[config.mk]
export PLATFORM = sky130hd
export DESIGN_NAME = fsm_motor_responder_flat
export DESIGN_NICKNAME = d
export VERILOG_FILES = /design/src/rtl/fsm_motor_responder_if.sv /design/src/rtl/fsm_motor_responder.sv /design/src/flat_wrapper.sv
export SDC_FILE = /design/constraint.sdc
export NUM_CORES = 1
export LEC_CHECK = 0
export BUFFER_PORTS_ARGS = -buffer_cell sky130_fd_sc_hd__buf_2
export CORE_MARGIN = 4
export CORE_UTILIZATION = 30
export DETAILED_ROUTE_END_ITERATION = 6
export PLACE_DENSITY = 0.51
export REMOVE_ABC_BUFFERS = 1
export SLEW_MARGIN = 30
export SYNTH_ARGS = -nofsm -noshare
export SYNTH_HDL_FRONTEND = slang
export SYNTH_SLANG_ARGS = --single-unit
[constraint.sdc]
create_clock -name clk -period 2.6 [get_ports clk]
set_input_delay 0.39 -clock clk [delete_from_list [all_inputs] [get_ports clk]]
set_output_delay 0.39 -clock clk [all_outputs]
set_load 0.005 [all_outputs]
[src/rtl/fsm_motor_responder_if.sv]
// Handshake and configuration bundle between the motor controller side and
// the plant-side responder.
interface fsm_motor_responder_if #(
  parameter int GAP_W = 4
);
  logic             f;
  logic             g;
  logic [GAP_W-1:0] cfg_gap;
  logic [1:0]       cfg_ydly;
  logic             cfg_yen;
  logic             x;
  logic             y;
  logic             busy;
  logic             verdict_valid;
  logic             verdict_pass;
  logic             err_f;

  modport master (
    output f, g, cfg_gap, cfg_ydly, cfg_yen,
    input  x, y, busy, verdict_valid, verdict_pass, err_f
  );

  modport slave (
    input  f, g, cfg_gap, cfg_ydly, cfg_yen,
    output x, y, busy, verdict_valid, verdict_pass, err_f
  );
endinterface

[src/rtl/fsm_motor_responder.sv]
// Plant-side responder: answers the controller's f pulse with the x=1,0,1
// pattern, replies to g with y, and judges whether g held through a window.
module fsm_motor_responder #(
  parameter int GAP_W     = 4,
  parameter int G_TIMEOUT = 4,
  parameter int OBS_CYC   = 4
) (
  input  logic                 clk,
  input  logic                 resetn,
  fsm_motor_responder_if.slave bus
);

  localparam int CW = (GAP_W > 4) ? GAP_W : 4;
  localparam logic [CW-1:0] CNT_ONE  = CW'(1);
  localparam logic [CW-1:0] TMO_LAST = CW'(G_TIMEOUT - 1);
  localparam logic [CW-1:0] OBS_LAST = CW'(OBS_CYC - 1);

  typedef enum logic [3:0] {
    S_IDLE,
    S_GAP,
    S_X1,
    S_X0,
    S_X1B,
    S_WAIT_G,
    S_YDLY,
    S_Y_HOLD,
    S_DONE
  } state_t;

  state_t        r_state;
  logic [CW-1:0] r_cnt;
  logic [1:0]    r_ydly;
  logic          r_yen;
  logic          r_gfail;
  logic          r_x;
  logic          r_y;
  logic          r_busy;
  logic          r_vv;
  logic          r_vp;
  logic          r_err;

  always_ff @(posedge clk) begin
    if (!resetn) begin
      r_state <= S_IDLE;
      r_cnt   <= '0;
      r_ydly  <= '0;
      r_yen   <= 1'b0;
      r_gfail <= 1'b0;
      r_x     <= 1'b0;
      r_y     <= 1'b0;
      r_busy  <= 1'b0;
      r_vv    <= 1'b0;
      r_vp    <= 1'b0;
      r_err   <= 1'b0;
    end else begin
      r_vv <= 1'b0;
      if (bus.f && (r_state != S_IDLE))
        r_err <= 1'b1;

      // Outputs are registered alongside the state so each one tracks the
      // state being entered, not the one being left.
      case (r_state)
        S_IDLE: begin
          if (bus.f) begin
            r_ydly <= bus.cfg_ydly;
            r_yen  <= bus.cfg_yen;
            r_vp   <= 1'b0;
            r_busy <= 1'b1;
            if (bus.cfg_gap != '0) begin
              r_state <= S_GAP;
              r_cnt   <= CW'(bus.cfg_gap);
            end else begin
              r_state <= S_X1;
              r_x     <= 1'b1;
            end
          end
        end

        S_GAP: begin
          if (r_cnt == CNT_ONE) begin
            r_state <= S_X1;
            r_x     <= 1'b1;
          end else begin
            r_cnt <= r_cnt - CNT_ONE;
          end
        end

        S_X1: begin
          r_state <= S_X0;
          r_x     <= 1'b0;
        end

        S_X0: begin
          r_state <= S_X1B;
          r_x     <= 1'b1;
        end

        S_X1B: begin
          r_state <= S_WAIT_G;
          r_x     <= 1'b0;
          r_cnt   <= '0;
        end

        S_WAIT_G: begin
          if (bus.g) begin
            if (r_ydly != 2'd0) begin
              r_state <= S_YDLY;
              r_cnt   <= CW'(r_ydly);
            end else begin
              r_state <= S_Y_HOLD;
              r_y     <= r_yen;
              r_cnt   <= '0;
              r_gfail <= 1'b0;
            end
          end else if (r_cnt == TMO_LAST) begin
            r_state <= S_DONE;
            r_vv    <= 1'b1;
            r_vp    <= 1'b0;
          end else begin
            r_cnt <= r_cnt + CNT_ONE;
          end
        end

        S_YDLY: begin
          if (r_cnt == CNT_ONE) begin
            r_state <= S_Y_HOLD;
            r_y     <= r_yen;
            r_cnt   <= '0;
            r_gfail <= 1'b0;
          end else begin
            r_cnt <= r_cnt - CNT_ONE;
          end
        end

        S_Y_HOLD: begin
          // The final window sample is folded straight into the verdict.
          if (r_cnt == OBS_LAST) begin
            r_state <= S_DONE;
            r_y     <= 1'b0;
            r_vv    <= 1'b1;
            r_vp    <= ~r_gfail & bus.g;
          end else begin
            r_cnt <= r_cnt + CNT_ONE;
            if (!bus.g)
              r_gfail <= 1'b1;
          end
        end

        S_DONE: begin
          r_state <= S_IDLE;
          r_busy  <= 1'b0;
        end

        default: begin
          r_state <= S_IDLE;
          r_busy  <= 1'b0;
          r_x     <= 1'b0;
          r_y     <= 1'b0;
        end
      endcase
    end
  end

  assign bus.x             = r_x;
  assign bus.y             = r_y;
  assign bus.busy          = r_busy;
  assign bus.verdict_valid = r_vv;
  assign bus.verdict_pass  = r_vp;
  assign bus.err_f         = r_err;

endmodule

[src/flat_wrapper.sv]
// flat-port wrapper written by rule: the top's interface ports become plain ports
module fsm_motor_responder_flat 
#(
  parameter int GAP_W     = 4,
  parameter int G_TIMEOUT = 4,
  parameter int OBS_CYC   = 4
)
  (clk, resetn, bus_f, bus_g, bus_cfg_gap, bus_cfg_ydly, bus_cfg_yen, bus_x, bus_y, bus_busy, bus_verdict_valid, bus_verdict_pass, bus_err_f);
  fsm_motor_responder_if #(.GAP_W(GAP_W)) bus_i ();
  input  logic clk;
  input  logic resetn;
  input wire logic [$bits(bus_i.f)-1:0] bus_f;
  input wire logic [$bits(bus_i.g)-1:0] bus_g;
  input wire logic [$bits(bus_i.cfg_gap)-1:0] bus_cfg_gap;
  input wire logic [$bits(bus_i.cfg_ydly)-1:0] bus_cfg_ydly;
  input wire logic [$bits(bus_i.cfg_yen)-1:0] bus_cfg_yen;
  output wire logic [$bits(bus_i.x)-1:0] bus_x;
  output wire logic [$bits(bus_i.y)-1:0] bus_y;
  output wire logic [$bits(bus_i.busy)-1:0] bus_busy;
  output wire logic [$bits(bus_i.verdict_valid)-1:0] bus_verdict_valid;
  output wire logic [$bits(bus_i.verdict_pass)-1:0] bus_verdict_pass;
  output wire logic [$bits(bus_i.err_f)-1:0] bus_err_f;
  assign bus_i.f = bus_f;
  assign bus_i.g = bus_g;
  assign bus_i.cfg_gap = bus_cfg_gap;
  assign bus_i.cfg_ydly = bus_cfg_ydly;
  assign bus_i.cfg_yen = bus_cfg_yen;
  assign bus_x = bus_i.x;
  assign bus_y = bus_i.y;
  assign bus_busy = bus_i.busy;
  assign bus_verdict_valid = bus_i.verdict_valid;
  assign bus_verdict_pass = bus_i.verdict_pass;
  assign bus_err_f = bus_i.err_f;
  fsm_motor_responder #(.GAP_W(GAP_W), .G_TIMEOUT(G_TIMEOUT), .OBS_CYC(OBS_CYC)) u_core (.clk(clk), .resetn(resetn), .bus(bus_i));
endmodule
==> results.cfg <==
[sta]
period_needed_ns = 2.133
finalSetupViolCount = 0
fin_setup_tns_ns = 0
tightest_slew_ns = 0.6035
skew_ns = 0.001591
hold_viol_final = 0
fmax_ghz = 0.4688
rsz0062_at_grt = no
setup_ws_ns = 0.4668
period_share = 0.8205
slew_headroom = 0.5971
slew_violations = 0

[routing]
routedWlPerCell_um = 14.48
wl_um = 3085
ant_nets = 0
dr.pass1.iters = 4
drcViolationCount = 0
drt_iter0_drc = 59
viasPerCell = 5.469
vias = 1165

[clock_tree]
htree_levels = 1
cts_buffers = 3
cts_root_buf = clkbuf_8
clk_pin_slew_ns = 0.07
post_cts_buffers = 0
cts_sinks = 18
clk_latency_ns = 0.26
clk_path_buf_depth = 2
cts_resized = 0
cts_hold_buf = 0
cts_tree = built

[synthesis]
synth_top_cell_by_area = dfxtp_1
ys.flop_type = dfxtp_1
synth_cell_types = 41
synth.most_common_cell = dfxtp_1
syn-cell-area_sq_um = 1200
synthTopCellsByArea = dfxtp_1 30%, nand2b_1 5.7%, nor2b_1 5.2%
async_flop_share = 0
yosys_warnings = 0
avgSynthCellArea_sq_um = 7.842
netlist_top_cells_count = 18 x dfxtp_1, 12 x nand2_1, 12 x nor2_1
yosys_register_bits = 18
synth_top_cell_area_share = 0.3003
ys_seq_area_frac = 0.3003
synth_edf_count = 0
synthCells = 153

[placed_design]
gp_congestion = 0.8959
dp_cells = 209
port_buffers = 16
place_ws_ns = 0.3196
placed_cell_area_sq_um = 1314
dp_hpwl_um = 2252

[setup_path]
endpoint_kind = flip-flop
crit_family = compound AO/OA/AOI/OAI gates
path_max_fanout = 16
worstSetupStartpoint = u_core.r_state[0]$_SDFFE_PN0P_
critPathMaxStageDelay_ns = 0.62
path_class = reg -> reg
required_ns = 2.75
rr_worst_depth = 5
critical_path.cell_chain = nor2b_1, nand2_1, a31oi_1, o21ai_0, a32o_1
r2r_end = u_core.r_cnt[2]$_SDFFE_PN0P_
cp_num_buf_inv = 0
crit_path_end = u_core.r_cnt[2]$_SDFFE_PN0P_
start_kind = flip-flop
slowest_stage = dfxtp_1
reg2reg_slack_ns = 0.47
worst-path-stages = 5
arrival_ns = 2.29
reg2reg_from = u_core.r_state[0]$_SDFFE_PN0P_

[finish]
drive_gt1_frac = 0.1455
design_area_sq_um = 1369
stdcell_count = 213
syn_to_final_growth_pct = 14.08
finalNetCount = 180
antenna_cells = 0

[run]
cap_violations = 0

[floorplan]
die-area_sq_um = 5075
io_pins = 17
coreArea_sq_um = 3771
start_util = 0.3182
die_y_um = 71.24
die_w_um = 71.24
rows = 22

[global_routing]
grt_max_degree = 20
grt_pass1_wl_um = 5161
grt_pass1_vias = 1066
overflow = 0
antenna_found_initial = 0
grt_use_total = 0.1243

[min_path]
min_path_type = in -> reg

[power_and_ir_drop]
powerDensity_nw_per_um2 = 884.6
irDropWorstVdd_uv = 342.0
leakage_uw = 0.0005381

[run_status]
run_status = completed
[per-layer routing]
| metal | vias up | track usage | wire, um |
|---|---|---|---|
| li1 | 587 | - | - |
| met1 | 530 | 0.1679 | 1445 |
| met2 | 41 | 0.1918 | 1394 |
| met3 | 7 | 0.02945 | 185 |
| met4 | 0 | 0.04593 | 59 |
| met5 | - | 0 | 0 |
[tightest hold or removal path: cells and delay by family]
kind / cells / cell delay, ns
buffers and inverters: 1 / 0.07
and+or+nand+nor: 1 / 0.09
muxes: 1 / 0.05
[worst min path at each step]
| stage | startpoint | endpoint | depth (start not counted) |
|---|---|---|---|
| finish | bus_cfg_yen | u_core.r_yen$_SDFFE_PN0P_ | 3 |
| floorplan | u_core.bus.x$_SDFFE_PN0P_ | u_core.bus.x$_SDFFE_PN0P_ | 2 |
| CTS | bus_cfg_yen | u_core.r_yen$_SDFFE_PN0P_ | 3 |
| global placement | u_core.bus.y$_SDFFE_PN0P_ | u_core.bus.y$_SDFFE_PN0P_ | 2 |
| global route | bus_cfg_yen | u_core.r_yen$_SDFFE_PN0P_ | 3 |
| detailed placement | u_core.bus.y$_SDFFE_PN0P_ | u_core.bus.y$_SDFFE_PN0P_ | 2 |
[per-stage QoR]
step	util	total power [uW]	hold WS, ns
global route	0.3630	1309	0.3928
global placement	0.3484	961.7	0.4453
detailed placement	0.3484	967.9	0.4539
CTS	0.3630	1208	0.3777
finish	0.3630	1211	0.3744
floorplan	-	821.8	0.4471
[registers in the layout (all words and copies together) (netlist names)]
| name | flops |
|---|---|
| u_core.r_yen | 1 |
| u_core.bus.verdict_valid | 1 |
| u_core.r_state | 4 |
| u_core.r_cnt | 4 |
| u_core.bus.busy | 1 |
| u_core.bus.verdict_pass | 1 |
| u_core.r_ydly | 2 |
| u_core.bus.y | 1 |
| u_core.bus.x | 1 |
| u_core.bus.err_f | 1 |
| u_core.r_gfail | 1 |
[layout by cell type, fill, tap and decap left out, types with 4 or more instances in the layout]
| cell type | n |
|---|---|
| a21oi_1 | 8 |
| buf_2 | 16 |
| clkbuf_8 | 4 |
| dfxtp_1 | 18 |
| mux2i_1 | 4 |
| nand2_1 | 12 |
| nand2b_1 | 11 |
| nand3_1 | 7 |
| nor2_1 | 12 |
| nor2b_1 | 10 |
| o21ai_0 | 6 |
[power breakdown]
group          internal (uW)  switching, uW
registers                338            115
clock network            135            105
logic                    234            284
[kinds of logic (layout without fill, tap and decap cells)]
kind of cell / after synthesis / in the layout / share of synthesized area
and+or+nand+nor: 70 / 70 / 0.3243
AOI/OAI and AO/OA: 43 / 43 / 0.2513
DFF: 18 / 18 / 0.3003
buffers and inverters: 12 / 24 / 0.03754
muxes: 4 / 4 / 0.03337
adders and majority gates: 3 / 3 / 0.03129
xor gates and xnor gates: 3 / 3 / 0.02190
[area by class of cell]
class	count	area, sq um
Sequential cell	18	360.3
Inverter	3	11.26
Clock buffer	4	55.05
Fill cell	393	2402
Multi-Input combinational cell	123	794.5
Tap cell	48	60.06
Timing Repair Buffer	17	87.58
Note: power is estimated with default switching activity, not from simulation.
